<file path="config.mk">
export PLATFORM = sky130hd
export DESIGN_NAME = lut_cfg_writer
export DESIGN_NICKNAME = d
export VERILOG_FILES = /design/src/rtl/lut_cfg_writer.sv
export SDC_FILE = /design/constraint.sdc
export NUM_CORES = 1
export LEC_CHECK = 0
export CORE_ASPECT_RATIO = 2
export CORE_MARGIN = 10
export CORE_UTILIZATION = 56
export CTS_CLUSTER_DIAMETER = 100
export DETAILED_ROUTE_END_ITERATION = 16
export PLACE_DENSITY = 0.84
export SLEW_MARGIN = 20
export SYNTH_ARGS = -nofsm -noshare
export SYNTH_HDL_FRONTEND = slang
export SYNTH_SLANG_ARGS = --single-unit
</file>
<file path="constraint.sdc">
create_clock -name clk -period 3.8 [get_ports clk]
set_input_delay 0.76 -clock clk [delete_from_list [all_inputs] [get_ports clk]]
set_output_delay 0.76 -clock clk [all_outputs]
set_load 0.02 [all_outputs]
</file>
<file path="src/rtl/lut_cfg_writer.sv">
// lut_cfg_writer
// Reloads the INIT word of one of NUM_LUTS CFGLUT5-style configurable LUTs.
// Each request shifts a 32-bit word in MSB first. The word being shifted out
// of the LUT on its CDO pin is captured at the same time, so the LUT's previous
// content is returned with the completion pulse.
//
// Ports
//   clk        : sole clock, rising edge
//   rst_n      : asynchronous active-low reset
//   cfg_valid  : write request valid
//   cfg_ready  : request accepted when high together with cfg_valid (IDLE only)
//   cfg_addr   : target LUT index (>= NUM_LUTS flags an error)
//   cfg_data   : new INIT word
//   cdi        : serial config data, shared by all LUTs
//   ce         : per-LUT shift enable, at most one bit high
//   cdo        : per-LUT serial output (INIT[31])
//   rd_data    : previous INIT of the target LUT, held until the next completion
//   done       : one-cycle completion pulse
//   err        : out-of-range address on the completed request (only with done)
module lut_cfg_writer #(
    parameter int NUM_LUTS = 2
) (
    input  logic                clk,
    input  logic                rst_n,
    input  logic                cfg_valid,
    output logic                cfg_ready,
    input  logic [2:0]          cfg_addr,
    input  logic [31:0]         cfg_data,
    output logic                cdi,
    output logic [NUM_LUTS-1:0] ce,
    input  logic [NUM_LUTS-1:0] cdo,
    output logic [31:0]         rd_data,
    output logic                done,
    output logic                err
);

    typedef enum logic [1:0] {
        IDLE   = 2'd0,
        SHIFT  = 2'd1,
        FINISH = 2'd2
    } state_t;

    state_t      state, state_nxt;
    logic [31:0] shift_q;
    logic [31:0] rback_q;
    logic [31:0] rd_data_q;
    logic [2:0]  sel_q;
    logic [4:0]  cnt_q;
    logic        err_q;

    logic                sel_ok;
    logic                cdo_sel;
    logic [NUM_LUTS-1:0] sel_onehot;

    assign sel_ok = ({29'd0, sel_q} < 32'(NUM_LUTS));

    // Decode the latched select once; an out-of-range select yields an
    // all-zero enable and a constant-zero readback bit.
    always_comb begin
        sel_onehot = '0;
        cdo_sel    = 1'b0;
        for (int i = 0; i < NUM_LUTS; i++) begin
            if (sel_q == 3'(i)) begin
                sel_onehot[i] = 1'b1;
                cdo_sel       = cdo[i];
            end
        end
    end

    always_ff @(posedge clk or negedge rst_n) begin
        if (!rst_n) begin
            state <= IDLE;
        end else begin
            state <= state_nxt;
        end
    end

    // Outputs decode from state only, so the asynchronous reset forcing
    // IDLE removes ce/cdi immediately, mid-shift included. cfg_ready is
    // additionally gated by rst_n so it stays low while reset is held.
    always_comb begin
        state_nxt = state;
        cfg_ready = 1'b0;
        cdi       = 1'b0;
        ce        = '0;
        done      = 1'b0;
        case (state)
            IDLE: begin
                cfg_ready = rst_n;
                if (cfg_valid && rst_n) begin
                    state_nxt = SHIFT;
                end
            end
            SHIFT: begin
                cdi = shift_q[31];
                ce  = sel_onehot;
                if (cnt_q == 5'd31) begin
                    state_nxt = FINISH;
                end
            end
            FINISH: begin
                done      = 1'b1;
                state_nxt = IDLE;
            end
            default: state_nxt = IDLE;
        endcase
    end

    always_ff @(posedge clk or negedge rst_n) begin
        if (!rst_n) begin
            shift_q   <= '0;
            rback_q   <= '0;
            rd_data_q <= '0;
            sel_q     <= '0;
            cnt_q     <= '0;
            err_q     <= 1'b0;
        end else begin
            case (state)
                IDLE: begin
                    if (cfg_valid) begin
                        shift_q <= cfg_data;
                        sel_q   <= cfg_addr;
                        cnt_q   <= '0;
                        rback_q <= '0;
                    end
                end
                SHIFT: begin
                    shift_q <= {shift_q[30:0], 1'b0};
                    rback_q <= {rback_q[30:0], cdo_sel};
                    cnt_q   <= cnt_q + 5'd1;
                    // Publish the completed readback on the last shift edge
                    // so rd_data is already valid in FINISH and then holds.
                    if (cnt_q == 5'd31) begin
                        rd_data_q <= sel_ok ? {rback_q[30:0], cdo_sel} : 32'd0;
                        err_q     <= !sel_ok;
                    end
                end
                default: ;
            endcase
        end
    end

    assign rd_data = rd_data_q;
    assign err     = done & err_q;

endmodule

</file>
==> impl_metrics.ini <==
[status]
outcome = complete, no violations

[clock_tree]
clock_latency_ns = 0.35
cts_hold_buf = 0
clock_tree.htree_level_count = 3
post-cts-setup-buffer-count = 0
cts.sinks = 106
root_buffer = clkbuf_16
cts_resized = 0
clock_path_buffers = 2
cts_tree = yes
cts.reportedPaths.clkPinSlew_ns = 0.07
cts_made_buffers = 9

[detailed_routing]
drt_wl_total_um = 9610
remaining_drc_errors = 0
via_count = 3099
avgViaCountPerCell = 5.98
wire_per_inst_um = 18.5
ant_nets = 0
drt_first_iter_violations = 264
drt_first_pass_iters = 4

[floorplanning]
die_w_um = 82.1
fp.dieH_um = 144
coreArea_mm2 = 0.00754
start_util = 0.573
ios = 78
dieArea_mm2 = 0.0118
row_count = 45

[logic_synthesis]
synth.distinct_cells = 30
synthCells = 352
synth_top_area_share = 0.614
avgSynthCellArea_um2 = 12.3
synth_area_leaders = dfrtp_1 (61%), a22o_1 (13%), a22oi_1 (5.2%), o21ai_0 (3.7%), nor2b_1 (3.2%)
syn-num-nets = 394
synth_seq_cells = 106
synth_top_area_cell = dfrtp_1
synth_area_mm2 = 0.00432
yosysWarnings = 0
seq_area_frac_synth = 0.614

[grt]
grt_pass1_wl_um = 15500
grt_pass1_vias = 3125
grt_remaining_overflow = 0
grt_max_degree = 64
grt_usage = 0.168
antenna_found_initial = 0

[final_layout]
syn_to_final_growth_pct = 25.5
antenna_cells = 0
fin_area_mm2 = 0.00542
utilization = 0.719
drive_gt1_frac = 0.0849
nNetsFinal = 461
layout_commonest_cell = dfrtp_1
final_cells = 518
mostFrequentLayoutCells = dfrtp_1 (106), clkdlybuf4s50_1 (76), a22o_1 (65), o21ai_0 (32), a22oi_1 (30)

[hold_path]
hold_start = shift_q[1]
min_path_cells = 2
holdPathEnd = shift_q[1]
hold_class = flip-flop to flip-flop

[pwr]
switching_share = 0.336
vdd_drop_max_mv = 0.389
total_power_mw = 3.67
p_int_mw = 2.44
p_sw_mw = 1.23
sequentialPowerShare = 0.474
power.density_mw_per_mm2 = 677
p_leak_nw = 2.42
power_frac_clock = 0.247
p_comb_frac = 0.279

[timing]
tns_ns = 0
tightest_slew_ns = 0.818
hold_viol = 0
period_minus_slack_ns = 2.97
setup_viol = 0
setup_slack_ns = 0.834
hold-worst-slack_ns = 0.486
max-slew-margin-rel = 0.454
finalCritPeriodShare = 0.780
report.final.slew_viol_count = 0
final.setup_skew_ns = 0.00697
rsz0062_at_grt = no
max_freq_mhz = 337

[setup_path]
cpMaxStageDelayCell = clkdlybuf4s50_1
crit_fanout = 20
worstReg2RegEnd = rd_data[7]
critical_path.endpoint_type = primary output
required_ns = 3.04
cp_data_arrival_time_ns = 2.21
cp_num_buf_inv = 2
crit_path_start_kind = flip-flop
slowest_delay_ns = 0.68
cp_cell_sequence = buf_4, nor3b_1, clkdlybuf4s50_1
worst-path-stages = 3
path_class = flip-flop to primary output
r2r-start = state[1]
cp_top_family = buffers and inverters
r2r_cells = 5
rrSetupSlack_ns = 1.03

[placed_design]
dpl.hpwl_um = 6510
dpl_cell_area_mm2 = 0.00513
port_buffers = 77
globalplace.congestion = 0.792
pre_cts_ws_ns = 1.02
dpl.cell_count = 502

[job]
maxCapViolCount = 0
[area by class of cell]
class	instances	area (µm²)
fill	532	2120
timing repair buffer	86	836
clock buffer	10	239
sequential	106	2650
inverter	2	7.51
tap	94	118
clock inverter	6	53.8
multi-input combinational	214	1520
[flip-flops by register name, indices dropped and copies added (netlist names)]
name,cells
state,2
shift_q,32
err_q,1
rback_q,31
rd_data,32
sel_q,3
cnt_q,5
[power by group through the flow]
stage               clock network, mW  registers [mW]  logic (mW)
finish                          0.905            1.74        1.03
CTS                             0.921            1.73        1.04
detailed placement                  0            1.75        1.03
global route                    0.967            1.78        1.14
floorplan                           0            1.71       0.715
global placement                    0            1.73       0.990
[how the worst max path moves through the flow]
stage               startpoint           to  slack [ns]
finish                state[1]    cfg_ready        0.83
global route          state[1]    cfg_ready        0.75
CTS                   state[1]    cfg_ready        0.83
detailed placement    state[1]  rd_data[17]        1.02
global placement      state[1]  rd_data[12]        1.15
floorplan             state[0]        ce[1]        1.60
[logic make-up (layout without fill, tap and decap cells)]
kind of cell    after synthesis  count (layout)  synth area share
buf+inv                      32             104            0.0391
flops                       106             106             0.614
xor+xnor                      1               1           0.00203
mux                           7               7            0.0177
fa+ha+maj                     2               2           0.00579
compound gates              150             150             0.248
simple gates                 54              54            0.0733
[metal layers]
metal,GRT usage,wire length [µm],vias to the layer above
li1,-,-,1450
met1,0.207,3970,1555
met2,0.267,4960,83
met3,0.0466,486,11
met4,0.0739,188,0
met5,0,0,-
[tightest hold or removal path, stage by stage, from the launching register on]
cell,delay [ns]
dfrtp_1,0.35
nand2_1,0.05
o21ai_0,0.06
[cells in the mapped netlist (all sizes together)]
cell type  instances
and2               2
nor3b              1
buf               21
a22o              65
mux2               5
ha                 2
a21oi             21
nor4b              1
nor2b             23
dfrtp            106
mux2i              2
o21ai             33
and3               1
a22oi             30
inv                2
xor2               1
nor3               2
nand3              1
nor4               1
clkbuf             9
nand2b             1
nand2             17
nor2               2
o21bai             1
nand3b             1
and3b              1
Note: power is estimated with default switching activity, not from simulation.
